`config.mk`:
```
export PLATFORM = sky130hd
export DESIGN_NAME = alu_seq_flat
export DESIGN_NICKNAME = d
export VERILOG_FILES = /design/src/rtl/alu_seq_if.sv /design/src/rtl/alu_seq.sv /design/src/flat_wrapper.sv
export SDC_FILE = /design/constraint.sdc
export NUM_CORES = 1
export LEC_CHECK = 0
export BUFFER_PORTS_ARGS = -buffer_cell sky130_fd_sc_hd__clkbuf_2
export CORE_MARGIN = 5
export CORE_UTILIZATION = 60
export DETAILED_ROUTE_END_ITERATION = 8
export PLACE_DENSITY_LB_ADDON = 0.2
export RECOVER_POWER = 50
export REMOVE_ABC_BUFFERS = 1
export SYNTH_ARGS = -nofsm -noshare
export SYNTH_HDL_FRONTEND = slang
export SYNTH_SLANG_ARGS = --single-unit
```
`constraint.sdc`:
```
create_clock -name clk -period 5.3 [get_ports clk]
set_input_delay 0.265 -clock clk [delete_from_list [all_inputs] [get_ports clk]]
set_output_delay 0.265 -clock clk [all_outputs]
set_load 0.01 [all_outputs]
```
`src/rtl/alu_seq_if.sv`:
```
// alu_seq_if: request/result bundle between an ALU client and alu_seq
interface alu_seq_if #(parameter int WIDTH = 8) ();
  logic             start;
  logic [3:0]       opsel;
  logic [WIDTH-1:0] a;
  logic [WIDTH-1:0] b;
  logic [WIDTH-1:0] f;
  logic             carry;
  logic             zero;
  logic             err;
  logic             busy;
  logic             done;
  modport master (output start, opsel, a, b, input f, carry, zero, err, busy, done);
  modport slave  (input start, opsel, a, b, output f, carry, zero, err, busy, done);
endinterface

```
`src/rtl/alu_seq.sv`:
```
// alu_seq: registered ALU with single-cycle ops and a WIDTH-cycle shift-add multiplier
module alu_seq #(parameter int WIDTH = 8) (
  input logic       clk,
  input logic       rst,
  alu_seq_if.slave  bus
);
  localparam int CW = $clog2(WIDTH);
  typedef enum logic {IDLE, MUL} state_t;
  state_t state, state_n;
  logic [2*WIDTH-1:0] acc, mcand, acc_n;
  logic [WIDTH-1:0]   mplier, f_q, res_f;
  logic [CW-1:0]      cnt;
  logic               carry_q, zero_q, err_q, done_q, res_c, res_e, accept, last, fin;
  assign accept = state == IDLE && bus.start;
  assign last   = state == MUL && cnt == CW'(WIDTH - 1);
  assign acc_n  = acc + (mplier[0] ? mcand : '0);
  always_ff @(posedge clk)
    if (rst) state <= IDLE;
    else     state <= state_n;
  always_comb begin
    state_n = state;
    if (state == IDLE) state_n = accept && bus.opsel == 4'd10 ? MUL : IDLE;
    else               state_n = last ? IDLE : MUL;
  end
  always_comb begin
    res_f = '0;
    res_c = 1'b0;
    res_e = 1'b0;
    fin   = last || (accept && bus.opsel != 4'd10);
    if (state == MUL) begin
      res_f = acc_n[WIDTH-1:0];
      res_c = |acc_n[2*WIDTH-1:WIDTH];
    end else
      case (bus.opsel)
        4'd0: {res_c, res_f} = {1'b0, bus.a} + {1'b0, bus.b};
        4'd1: {res_c, res_f} = {1'b0, bus.a} + (WIDTH+1)'(1);
        4'd2: {res_c, res_f} = {1'b0, bus.b} + (WIDTH+1)'(1);
        4'd3: res_f = bus.a & bus.b;
        4'd4: res_f = bus.a | bus.b;
        4'd5: res_f = ~bus.a;
        4'd6: {res_c, res_f} = {bus.a, 1'b0};
        4'd7: {res_f, res_c} = {1'b0, bus.a};
        4'd8: res_f = bus.a;
        4'd9: res_f = bus.b;
        4'd10: res_f = '0;
        default: res_e = 1'b1;
      endcase
  end
  always_ff @(posedge clk)
    if (rst) begin
      acc     <= '0;
      mcand   <= '0;
      mplier  <= '0;
      cnt     <= '0;
      f_q     <= '0;
      carry_q <= 1'b0;
      zero_q  <= 1'b0;
      err_q   <= 1'b0;
      done_q  <= 1'b0;
    end else begin
      done_q <= fin;
      if (fin) begin
        f_q     <= res_f;
        carry_q <= res_c;
        zero_q  <= res_f == '0;
        err_q   <= res_e;
      end
      if (accept && bus.opsel == 4'd10) begin
        acc    <= '0;
        mcand  <= {{WIDTH{1'b0}}, bus.a};
        mplier <= bus.b;
        cnt    <= '0;
      end else if (state == MUL) begin
        acc    <= acc_n;
        mcand  <= mcand << 1;
        mplier <= mplier >> 1;
        cnt    <= cnt + 1'b1;
      end
    end
  assign bus.f     = f_q;
  assign bus.carry = carry_q;
  assign bus.zero  = zero_q;
  assign bus.err   = err_q;
  assign bus.done  = done_q;
  assign bus.busy  = state == MUL;
endmodule

```
`src/flat_wrapper.sv`:
```
// flat-port wrapper written by rule: the top's interface ports become plain ports
module alu_seq_flat 
#(parameter int WIDTH = 8)
  (clk, rst, bus_start, bus_opsel, bus_a, bus_b, bus_f, bus_carry, bus_zero, bus_err, bus_busy, bus_done);
  alu_seq_if #(.WIDTH(WIDTH)) bus_i ();
  input logic clk;
  input logic rst;
  input wire logic [$bits(bus_i.start)-1:0] bus_start;
  input wire logic [$bits(bus_i.opsel)-1:0] bus_opsel;
  input wire logic [$bits(bus_i.a)-1:0] bus_a;
  input wire logic [$bits(bus_i.b)-1:0] bus_b;
  output wire logic [$bits(bus_i.f)-1:0] bus_f;
  output wire logic [$bits(bus_i.carry)-1:0] bus_carry;
  output wire logic [$bits(bus_i.zero)-1:0] bus_zero;
  output wire logic [$bits(bus_i.err)-1:0] bus_err;
  output wire logic [$bits(bus_i.busy)-1:0] bus_busy;
  output wire logic [$bits(bus_i.done)-1:0] bus_done;
  assign bus_i.start = bus_start;
  assign bus_i.opsel = bus_opsel;
  assign bus_i.a = bus_a;
  assign bus_i.b = bus_b;
  assign bus_f = bus_i.f;
  assign bus_carry = bus_i.carry;
  assign bus_zero = bus_i.zero;
  assign bus_err = bus_i.err;
  assign bus_busy = bus_i.busy;
  assign bus_done = bus_i.done;
  alu_seq #(.WIDTH(WIDTH)) u_core (.clk(clk), .rst(rst), .bus(bus_i));
endmodule
```
==> out/summary.md, run 1 <==
### Finish
• dfxtp_1, nand2_1, nor2_1 — leading cell types in the layout, fill and taps excluded
• 640 — Filler cells
• 4860 um^2 — final cell area excluding filler cells
• 661 — nets@finish
• 0 — diode insertion count for antenna repair
• 0.0864 — layout cell share with drive strength beyond 1
• dfxtp_1 — most frequent standard cell in the layout excluding fill and tap cells
• 6.68% — Syn-to-layout area delta

### Timing
• 0.672 — portion of the clock cycle consumed by the worst path in the final layout
• -0.0943 — Slew Limit Headroom
• 3.56 ns — post-layout min period
• false — setup repair after global routing missed its margin
• 28 — final number of max-transition violations
• 0 — count of endpoints failing hold in the final timing report
• 1.64 ns — Slew @ Worst Pin
• 0 ns — Total Neg Setup Slack
• 281 MHz — Max Clk Rate
• 0.0152 ns — maximum clock skew at final layout
• 0 — final setup fails

### Yosys
• dfxtp_1 — top flip-flop cell by instance count after synthesis
• 63 — number of distinct library cells after synthesis
• 0.246 — portion of the post-synthesis area used by sequential elements
• 7.76 um^2 — synthesized area per cell
• 0 — count of warnings emitted by yosys
• 4550 um^2 — netlist area before placement
• 56 — Seq cells post-synth
• 587 — instance count of the mapped netlist
• 0 — ys async rst share
• 0 — EDFF count, synth

### Clocking
• 5 — total clock buffers created by CTS
• 0 — Post CTS Setup Buffer Count
• 2 — H-tree Lvls
• done — clock tree from TritonCTS
• 0.32 ns — later-pin clock latency in the skew report
• 0.11 ns — clock slew at the register clock pins of the worst setup and hold paths
• 0 — number of resized instances in the post-cts repair step
• 56 — Num Clock Sinks
• clkbuf_8 — cell at the root of the clock tree
• 0 — count of hold buffers inserted by post-cts repair
• 2 — deepest clock path buffer count

### Floorplanning
• 36 — Top Ports
• 31 — num rows
• 0.621 — starting utilization of the core area
• 9430 um^2 — area enclosed by the die boundary
• 97.1 um — Die X-Extent
• 97.1 um — vertical die dimension
• 7330 um^2 — Core Area

### Drt
• 0 — DRT antenna net count
• 6.49 — Via density
• 336 — DRC violation total after the first TritonRoute iteration
• 0 — DRC violations left
• 4546 — vias
• 18.8 um — WL/cell
• 13200 um — total wire length
• 5 — first-pass detailed-route iteration total

### Critical path
• flip-flop — Critical Path Start Type
• 3.71 ns — data arrival time of the worst path
• 5.45 ns — required time at the worst-slack endpoint
• flip-flop to flip-flop — classification of the worst setup path
• 52 — crit-path max FO
• 6 — cells on worst reg2reg path
• flip-flop — sort of element at the end of the critical path

### Flow run
• 1 — number of max-cap violations

### Run status
• max-capacitance violations, max-slew violations — violated checks
• finished with violations — result of the run

### Power and ir drop
• 0.286 — switching share of total power
• 0.198 — combinational group share of total power
• 0.139 mV — peak supply drop
• 0.352 — Clk network pwr share
• 198 nW/um^2 — P per Cell Area
• 1.88 nW — Leak
• 0.275 mW — power dissipated by switching net loads
• 0.687 mW — total internal power
• 0.451 — proportion of power drawn by flip-flops and latches

### GRT
• 21800 um — wire length of the first global-routing pass
• 0.275 — global-route usage over all layers
• 0 — Overflow after GRT
• 4345 — number of global-route vias before repair
• 0 — antenna violations before repair
• 53 — largest net degree at the start of global routing

### Place
• 9930 um — HPWL after detailed placement
• 0.974 — final RePlAce weighted congestion
• 4740 um^2 — standard cell area after detailed placement
• 35 — count of buffers from port buffering

### Hold path
• 3 — number of cells traversed by the worst hold path
• input port to flip-flop — hold crit path type

[synth_stat cells, types with 5 or more instances]
cell      number  area share
nor3b_1        5      0.0082
o22ai_1        6      0.0082
nand2_1       52       0.043
xor2_1         9       0.017
a31oi_1       10       0.014
mux2i_1       17       0.037
nor3_1        17       0.019
buf_2         13       0.014
nand3b_1       6      0.0099
nand3_1       13       0.014
a21o_1         6      0.0099
a22oi_1       22       0.036
a211oi_1      10       0.016
nor4_1         6      0.0082
nor2_1        52       0.043
nor2b_1       11       0.015
nand4_1        5      0.0069
or3_1          6      0.0082
mux2_2         7       0.017
o211ai_1       6      0.0099
dfxtp_1       56        0.25
nand2b_1       6      0.0082
a21oi_1       50       0.055
and2_1        16       0.022
clkbuf_1      14       0.012
inv_1         32       0.026
ha_1          35       0.096
o21ai_0       21       0.023
xnor2_1       14       0.027
[kinds of logic after synthesis]
family          count (synthesis)  synth area share
simple gates                  209             0.232
buf+inv                        64            0.0580
mux                            26            0.0646
xor+xnor                       23            0.0442
flops                          56             0.246
fa+ha+maj                      37             0.105
compound gates                172             0.250
[metrics by stage]
step / std cells / utilization / power [mW] / hold WS (ns) / worst slack (ns)
detailed placement: 693 / 0.647 / 0.630 / 0.450 / 2.07
global placement: 693 / 0.647 / 0.626 / 0.440 / 2.16
floorplan: 555 / - / 0.554 / 0.334 / 1.79
CTS: 701 / 0.665 / 0.963 / 0.252 / 2.06
global route: 701 / 0.663 / 0.997 / 0.303 / 1.51
finish: 701 / 0.663 / 0.961 / 0.257 / 1.74
[sequential cells by signal, summed over array words and instances (netlist names)]
signal            flops
u_core.bus.done       1
u_core.acc           16
u_core.mcand         16
u_core.cnt            3
u_core.bus.carry      1
u_core.bus.err        1
u_core.mplier         8
u_core.bus.busy       1
u_core.bus.zero       1
u_core.bus.f          8
[critical path, cell delays in order, from the launching register on]
cell and delay (ns):
dfxtp_1 0.32, buf_4 0.30, nand2b_1 0.37, nor2b_1 0.16, clkbuf_1 0.76, or2_0 1.29, nor2_1 0.15
[routing by layer]
metal / global-route usage / wire, um / vias up
li1: - / - / 2183
met1: 0.365 / 5620 / 2102
met2: 0.442 / 6000 / 217
met3: 0.0402 / 1010 / 44
met4: 0.121 / 568 / 0
met5: 0 / 0 / -
[layout make-up]
class	instances	area (um^2)	share of cell area
clock buffers	5	68.8	0.0142
clock inverters	3	68.8	0.0142
multi-input cells	467	3170	0.652
inverters	32	120	0.0247
flip-flops and latches	56	1120	0.231
repair buffers	39	186	0.0384
well taps	99	124	0.0255
[path summary, 6_finish.rpt]
path | slack (ns) | to | start
setup reg to reg | 1.74 | u_core.mcand[8]$_SDFFE_PP0P_ | u_core.bus.busy$_SDFF_PP0_
hold reg to reg | 0.46 | u_core.bus.f[3]$_SDFFE_PP0P_ | u_core.bus.f[3]$_SDFFE_PP0P_
hold / removal | 0.26 | u_core.mplier[7]$_SDFFE_PP0P_ | bus_b[7]
setup / recovery | 1.74 | u_core.mcand[8]$_SDFFE_PP0P_ | u_core.bus.busy$_SDFF_PP0_
[power groups by stage]
stage	clock [mW]	sequential [mW]	combinational, mW
after global routing	0.356	0.434	0.207
after global placement	0	0.443	0.184
after detailed placement	0	0.443	0.187
final	0.338	0.433	0.190
after CTS	0.342	0.433	0.188
after floorplan	0	0.447	0.107
No activity file was read; power rests on OpenSTA's default activity.
==> run 2, diff against run 1 <==
--- a/config.mk
+++ b/config.mk
@@ -5,9 +5,10 @@
 export SDC_FILE = /design/constraint.sdc
 export NUM_CORES = 1
 export LEC_CHECK = 0
+export ABC_AREA = 1
 export BUFFER_PORTS_ARGS = -buffer_cell sky130_fd_sc_hd__clkbuf_2
 export CORE_MARGIN = 5
-export CORE_UTILIZATION = 60
+export CORE_UTILIZATION = 55
 export DETAILED_ROUTE_END_ITERATION = 8
 export PLACE_DENSITY_LB_ADDON = 0.2
 export RECOVER_POWER = 50
==> constraint.sdc (replaced) <==
create_clock -name clk -period 3.2 [get_ports clk]
set_input_delay 0.16 -clock clk [delete_from_list [all_inputs] [get_ports clk]]
set_output_delay 0.16 -clock clk [all_outputs]
set_load 0.01 [all_outputs]
==> run 2 against run 1 <==
The run now ends clean; die area up 8.9%; critical endpoint is now u_core.bus.carry$_SDFFE_PP0P_; wire length about the same; total power up 51%.
==> out/summary.md, run 2 <==
### Finish
• 0.598 — fraction of the core area covered by cells at the end of the flow
• u_core.acc x16, u_core.mcand x16 — biggest regs
• 1120 um^2 — area used by sequential logic in the layout
• nand2_1 — most frequent standard cell in the layout excluding fill and tap cells
• 6.63% — Syn-to-layout area delta
• 849 — nets@finish
• 845 — Filler cells
• 0.0557 — layout cell share with drive strength beyond 1
• 2940 um^2 — area used by multi-input combinational logic
• 0 — diode insertion count for antenna repair
• nand2_1, inv_1, nor2_1 — leading cell types in the layout, fill and taps excluded
• 895 — Final Instance Count excl. Fillers

### Critical path
• u_core.bus.carry$_SDFFE_PP0P_ — Crit Reg-Reg Endpoint
• u_core.cnt[0]$_SDFFE_PP0P_ — r2r startpoint
• 7 — cells on worst reg2reg path
• 15 — crit-path max FO
• ha_1 — CP most frequent cell
• flip-flop to flip-flop — classification of the worst setup path
• 3.42 ns — required time at the worst-slack endpoint
• 1 — sum of buffers and inverters on the critical path
• flip-flop — Critical Path Start Type
• 0.84 ns — CP max stage delay
• compound AO/OA/AOI/OAI gates — Largest delay share family, worst path
• a21boi_0 — slowest cell on the critical path
• 2.88 ns — data arrival time of the worst path
• 0.54 ns — slack of the worst reg-to-reg path
• ha_1, ha_1, nand2_1, a21boi_0, inv_1, o21ai_0, a21oi_1 — ordered cell list for the critical path
• flip-flop — sort of element at the end of the critical path

### Place
• 0.750 ns — post-placement setup slack
• 1.05 — final RePlAce weighted congestion
• 10500 um — HPWL after detailed placement
• 35 — count of buffers from port buffering
• 887 — post-placement cell count

### Clocking
• 2 — H-tree Lvls
• 0.33 ns — later-pin clock latency in the skew report
• done — clock tree from TritonCTS
• 0.12 ns — clock slew at the register clock pins of the worst setup and hold paths
• 0 — count of hold buffers inserted by post-cts repair
• 2 — deepest clock path buffer count
• clkbuf_8 — cell at the root of the clock tree
• 0 — Post CTS Setup Buffer Count
• 56 — Num Clock Sinks
• 5 — total clock buffers created by CTS
• 0 — number of resized instances in the post-cts repair step

### Timing
• 375 MHz — Max Clk Rate
• 2.66 ns — post-layout min period
• 0.832 — portion of the clock cycle consumed by the worst path in the final layout
• 0.0146 ns — maximum clock skew at final layout
• 0 — final number of max-transition violations
• 1.05 ns — Slew @ Worst Pin
• false — setup repair after global routing missed its margin
• 0.292 — Slew Limit Headroom
• 0.537 ns — Worst Setup Slack, final
• 0 ns — Total Neg Setup Slack
• 0 — final setup fails
• 0 — count of endpoints failing hold in the final timing report

### Floorplanning
• 8180 um^2 — Core Area
• 101 um — vertical die dimension
• 36 — Top Ports
• 33 — num rows
• 101 um — Die X-Extent
• 10300 um^2 — area enclosed by the die boundary
• 0.561 — starting utilization of the core area

### Yosys
• 0 — EDFF count, synth
• 0 — count of warnings emitted by yosys
• nand2_1 — most instantiated library cell after synthesis
• nand2_1, inv_1, nor2_1 — most frequent cells after synthesis
• 56 — Seq cells post-synth
• 0.244 — portion of the post-synthesis area used by sequential elements
• dfxtp_1, nand2_1, ha_1, inv_1, nor2_1 — cells taking the most area after synthesis
• 763 — instance count of the mapped netlist
• dfxtp_1 — Yosys top cell by area
• dfxtp_1 — top flip-flop cell by instance count after synthesis
• 0.244 — area share of the largest cell type after synthesis
• 4590 um^2 — netlist area before placement
• 6.01 um^2 — synthesized area per cell
• 0 — ys async rst share
• 36 — number of distinct library cells after synthesis

### GRT
• 0 — Overflow after GRT
• 0.262 — global-route usage over all layers
• 21600 um — wire length of the first global-routing pass
• 39 — largest net degree at the start of global routing
• 0 — antenna violations before repair
• 4588 — number of global-route vias before repair

### Hold path
• input port to flip-flop — hold crit path type
• bus_b[7] — Hold Path Origin
• u_core.mplier[7]$_SDFFE_PP0P_ — hold path endpoint
• 3 — number of cells traversed by the worst hold path

### Power and ir drop
• 1.46 mW — overall power of the completed layout
• 0.155 mV — peak supply drop
• 2.55 nW — Leak
• 298 nW/um^2 — P per Cell Area

### Drt
• 5.51 — Via density
• 13200 um — total wire length
• 0 — DRC violations left
• 4934 — vias
• 274 — DRC violation total after the first TritonRoute iteration
• 5 — first-pass detailed-route iteration total
• 14.8 um — WL/cell
• 0 — DRT antenna net count

### Run status
• finished clean — result of the run

### Flow run
• 0 — number of max-cap violations

[run 2: routing by layer]
| metal | part of all wire | vias to the layer above | wire length (um) | track usage |
|---|---|---|---|---|
| met5 | 0 | - | 0 | 0 |
| met4 | 0.035 | 0 | 459 | 0.104 |
| met3 | 0.070 | 38 | 931 | 0.0317 |
| met2 | 0.47 | 200 | 6260 | 0.442 |
| met1 | 0.42 | 2182 | 5550 | 0.341 |
| li1 | - | 2514 | - | - |
[run 2: area by class of cell]
class | instances | share of cell area
tap | 105 | 0.0269
sequential | 56 | 0.229
timing repair buffer | 40 | 0.0399
clock buffer | 5 | 0.0141
multi-input combinational | 578 | 0.602
clock inverter | 3 | 0.00563
inverter | 108 | 0.0829
[run 2: worst max-delay path by stage]
stage / start / end / cells past startpoint / slack [ns]
after detailed placement: u_core.mplier[0]$_SDFFE_PP0P_ / u_core.bus.carry$_SDFFE_PP0P_ / 19 / 0.75
after CTS: u_core.mplier[0]$_SDFFE_PP0P_ / u_core.bus.carry$_SDFFE_PP0P_ / 19 / 0.74
after floorplan: u_core.bus.busy$_SDFF_PP0_ / u_core.bus.zero$_SDFFE_PP0P_ / 8 / 0.47
after global routing: u_core.bus.busy$_SDFF_PP0_ / u_core.bus.carry$_SDFFE_PP0P_ / 5 / 0.33
final: u_core.cnt[0]$_SDFFE_PP0P_ / u_core.bus.carry$_SDFFE_PP0P_ / 7 / 0.54
after global placement: u_core.mplier[0]$_SDFFE_PP0P_ / u_core.bus.carry$_SDFFE_PP0P_ / 19 / 0.84
[run 2: worst register-to-register path: stages, from the launching register on]
cell and delay, ns:
dfxtp_1 0.34, ha_1 0.20, ha_1 0.19, nand2_1 0.08, a21boi_0 0.84, inv_1 0.45
o21ai_0 0.40, a21oi_1 0.07
[run 2: through the flow]
step,hold WS [ns],cell area [um^2]
after global routing,0.145,4890
final,0.129,4890
after CTS,0.131,4930
after floorplan,0.229,4490
after detailed placement,0.451,4840
after global placement,0.452,4840
[run 2: logic make-up after synthesis]
logic type | Yosys count | synth area share
flip-flops | 56 | 0.244
XOR/XNOR | 9 | 0.0172
buffers and inverters | 129 | 0.109
AND/OR/NAND/NOR | 421 | 0.376
AO/OA/AOI/OAI | 111 | 0.149
adder cells (fa/ha/maj) | 37 | 0.104
[run 2: where the power goes]
part | internal (mW) | switching, mW | total, mW | leakage (nW)
Clock | 0.162 | 0.266 | 0.428 | 0.0463
Sequential | 0.714 | 0.0114 | 0.726 | 0.454
Combinational | 0.0936 | 0.209 | 0.303 | 2.05
Total | 0.969 | 0.486 | 1.46 | 2.55
==> run 3, diff against run 2 <==
==> constraint.sdc (replaced) <==
create_clock -name clk -period 2.3 [get_ports clk]
set_input_delay 0.115 -clock clk [delete_from_list [all_inputs] [get_ports clk]]
set_output_delay 0.115 -clock clk [all_outputs]
set_load 0.01 [all_outputs]
==> run 3 against run 2 <==
Clock power up 33%; wire length grew 9.0%; global-route usage increased by 1.8 points; largest cell class unchanged.
==> out/summary.md, run 3 (synthesis results as in run 2) <==
### Drt
• 0 — DRT antenna net count
• 263 — DRC violation total after the first TritonRoute iteration
• 5.55 — Via density
• 5121 — vias
• 0 — DRC violations left
• 5 — first-pass detailed-route iteration total
• 14400 um — total wire length
• 15.6 um — WL/cell

### Hold path
• input port to flip-flop — hold crit path type

### Place
• 0.998 — final RePlAce weighted congestion
• 35 — count of buffers from port buffering
• 911 — post-placement cell count
• 5040 um^2 — standard cell area after detailed placement
• 11500 um — HPWL after detailed placement

### GRT
• 40 — largest net degree at the start of global routing
• 0 — antenna violations before repair
• 0 — Overflow after GRT
• 5029 — number of global-route vias before repair
• 0.280 — global-route usage over all layers
• 23100 um — wire length of the first global-routing pass

### Timing
• 2.24 ns — post-layout min period
• 0.115 ns — final hold slack
• 0.602 — Slew Limit Headroom
• 0.972 — portion of the clock cycle consumed by the worst path in the final layout
• 0 — count of endpoints failing hold in the final timing report
• 0.0142 ns — maximum clock skew at final layout
• 0.595 ns — Slew @ Worst Pin
• 447 MHz — Max Clk Rate
• 0 — final setup fails
• true — setup repair after global routing missed its margin
• 0 — final number of max-transition violations

### Floorplanning
• 0.561 — starting utilization of the core area
• 8180 um^2 — Core Area
• 101 um — Die X-Extent
• 36 — Top Ports
• 10300 um^2 — area enclosed by the die boundary
• 101 um — vertical die dimension
• 33 — num rows

### Finish
• 876 — nets@finish
• u_core.acc x16, u_core.mcand x16 — biggest regs
• 0.137 — layout cell share with drive strength beyond 1
• 5290 um^2 — final cell area excluding filler cells
• nand2_1 — most frequent standard cell in the layout excluding fill and tap cells
• 922 — Final Instance Count excl. Fillers
• nand2_1, inv_1, nor2_1 — leading cell types in the layout, fill and taps excluded
• 15.3% — Syn-to-layout area delta
• 0.647 — fraction of the core area covered by cells at the end of the flow
• 0 — diode insertion count for antenna repair

### Clocking
• 56 — Num Clock Sinks
• 0.32 ns — later-pin clock latency in the skew report
• clkbuf_8 — cell at the root of the clock tree
• 2 — H-tree Lvls
• done — clock tree from TritonCTS
• 2 — deepest clock path buffer count
• 5 — total clock buffers created by CTS
• 0.11 ns — clock slew at the register clock pins of the worst setup and hold paths

### Run status
• finished clean — result of the run

### Power and ir drop
• 2.72 nW — Leak
• 0.304 mV — peak supply drop
• 0.670 mW — power dissipated by switching net loads
• 2.04 mW — overall power of the completed layout
• 0.278 — Clk network pwr share
• 0.495 — proportion of power drawn by flip-flops and latches
• 0.227 — combinational group share of total power
• 386 nW/um^2 — P per Cell Area
• 0.328 — switching share of total power
• 1.37 mW — total internal power

### Flow run
• 0 — number of max-cap violations

### Critical path
• flip-flop — Critical Path Start Type
• 2.45 ns — data arrival time of the worst path
• flip-flop — sort of element at the end of the critical path
• 0.06 ns — slack of the worst reg-to-reg path
• 2.52 ns — required time at the worst-slack endpoint
• 13 — crit-path max FO
• flip-flop to flip-flop — classification of the worst setup path

run 3: cell count changes in the layout (fill, tap and decap cells not counted), sizes merged:
cell	previous run	this run
buf	4	32
clkinvlp	1	0
clkinv	2	3
clkbuf	41	40
run 3: power by group through the flow:
stage	Clock (mW)	Combinational, mW	Sequential, mW
floorplan	0	0.248	1.04
global placement	0	0.450	1.03
detailed placement	0	0.456	1.03
CTS	0.576	0.458	1.01
global route	0.612	0.512	1.01
finish	0.568	0.464	1.01
run 3: per-layer routing:
metal | routed length [um] | track usage | part of all wire | vias to the layer above
met5 | 0 | 0 | 0 | -
met4 | 468 | 0.119 | 0.033 | 0
met3 | 736 | 0.0255 | 0.051 | 39
met1 | 6240 | 0.346 | 0.43 | 2331
li1 | - | - | - | 2560
met2 | 6950 | 0.495 | 0.48 | 191
run 3: final timing paths:
kind,to,startpoint,cells after the start
max reg2reg,u_core.bus.carry$_SDFFE_PP0P_,u_core.mplier[0]$_SDFFE_PP0P_,16
min,u_core.mplier[7]$_SDFFE_PP0P_,bus_b[7],3
max,u_core.bus.carry$_SDFFE_PP0P_,u_core.mplier[0]$_SDFFE_PP0P_,16
min reg2reg,u_core.mcand[15]$_SDFFE_PP0P_,u_core.mcand[15]$_SDFFE_PP0P_,2
run 3: per-stage QoR:
| step | setup TNS [ns] | worst slack, ns |
|---|---|---|
| CTS | 0 | 0.0120 |
| global placement | 0 | 0.0330 |
| floorplan | -5.66 | -0.428 |
| detailed placement | -0.0570 | -0.0570 |
| global route | -0.350 | -0.141 |
| finish | 0 | 0.0639 |
run 3: layout make-up:
class	instances	area, um^2
multi-input cells	578	3110
fillers	808	2890
flip-flops and latches	56	1120
repair buffers	67	429
inverters	108	405
well taps	105	131
clock buffers	5	68.8
clock inverters	3	22.5
run 3: what timing repair did:
action / CTS / global route
pin swaps: 0 / 16
setup endpoints to repair: 1 / 11
setup buffers: 0 / 3
gates resized for setup: 2 / 42
endpoints found under the hold margin: 0 / 0
hold buffers: 0 / 0
run 3: worst max-delay path, cell delays in order, from the launching register on:
cell      delay [ns]
dfxtp_2         0.35
buf_4           0.18
nand2_1         0.09
inv_1           0.05
ha_1            0.34
inv_1           0.09
o21bai_2        0.20
o21bai_4        0.17
nand3b_1        0.14
nand2_1         0.10
nand2_1         0.06
nand2_2         0.07
nand2_1         0.04
nor2_1          0.07
nand2_1         0.07
nand2_2         0.06
a21oi_2         0.06
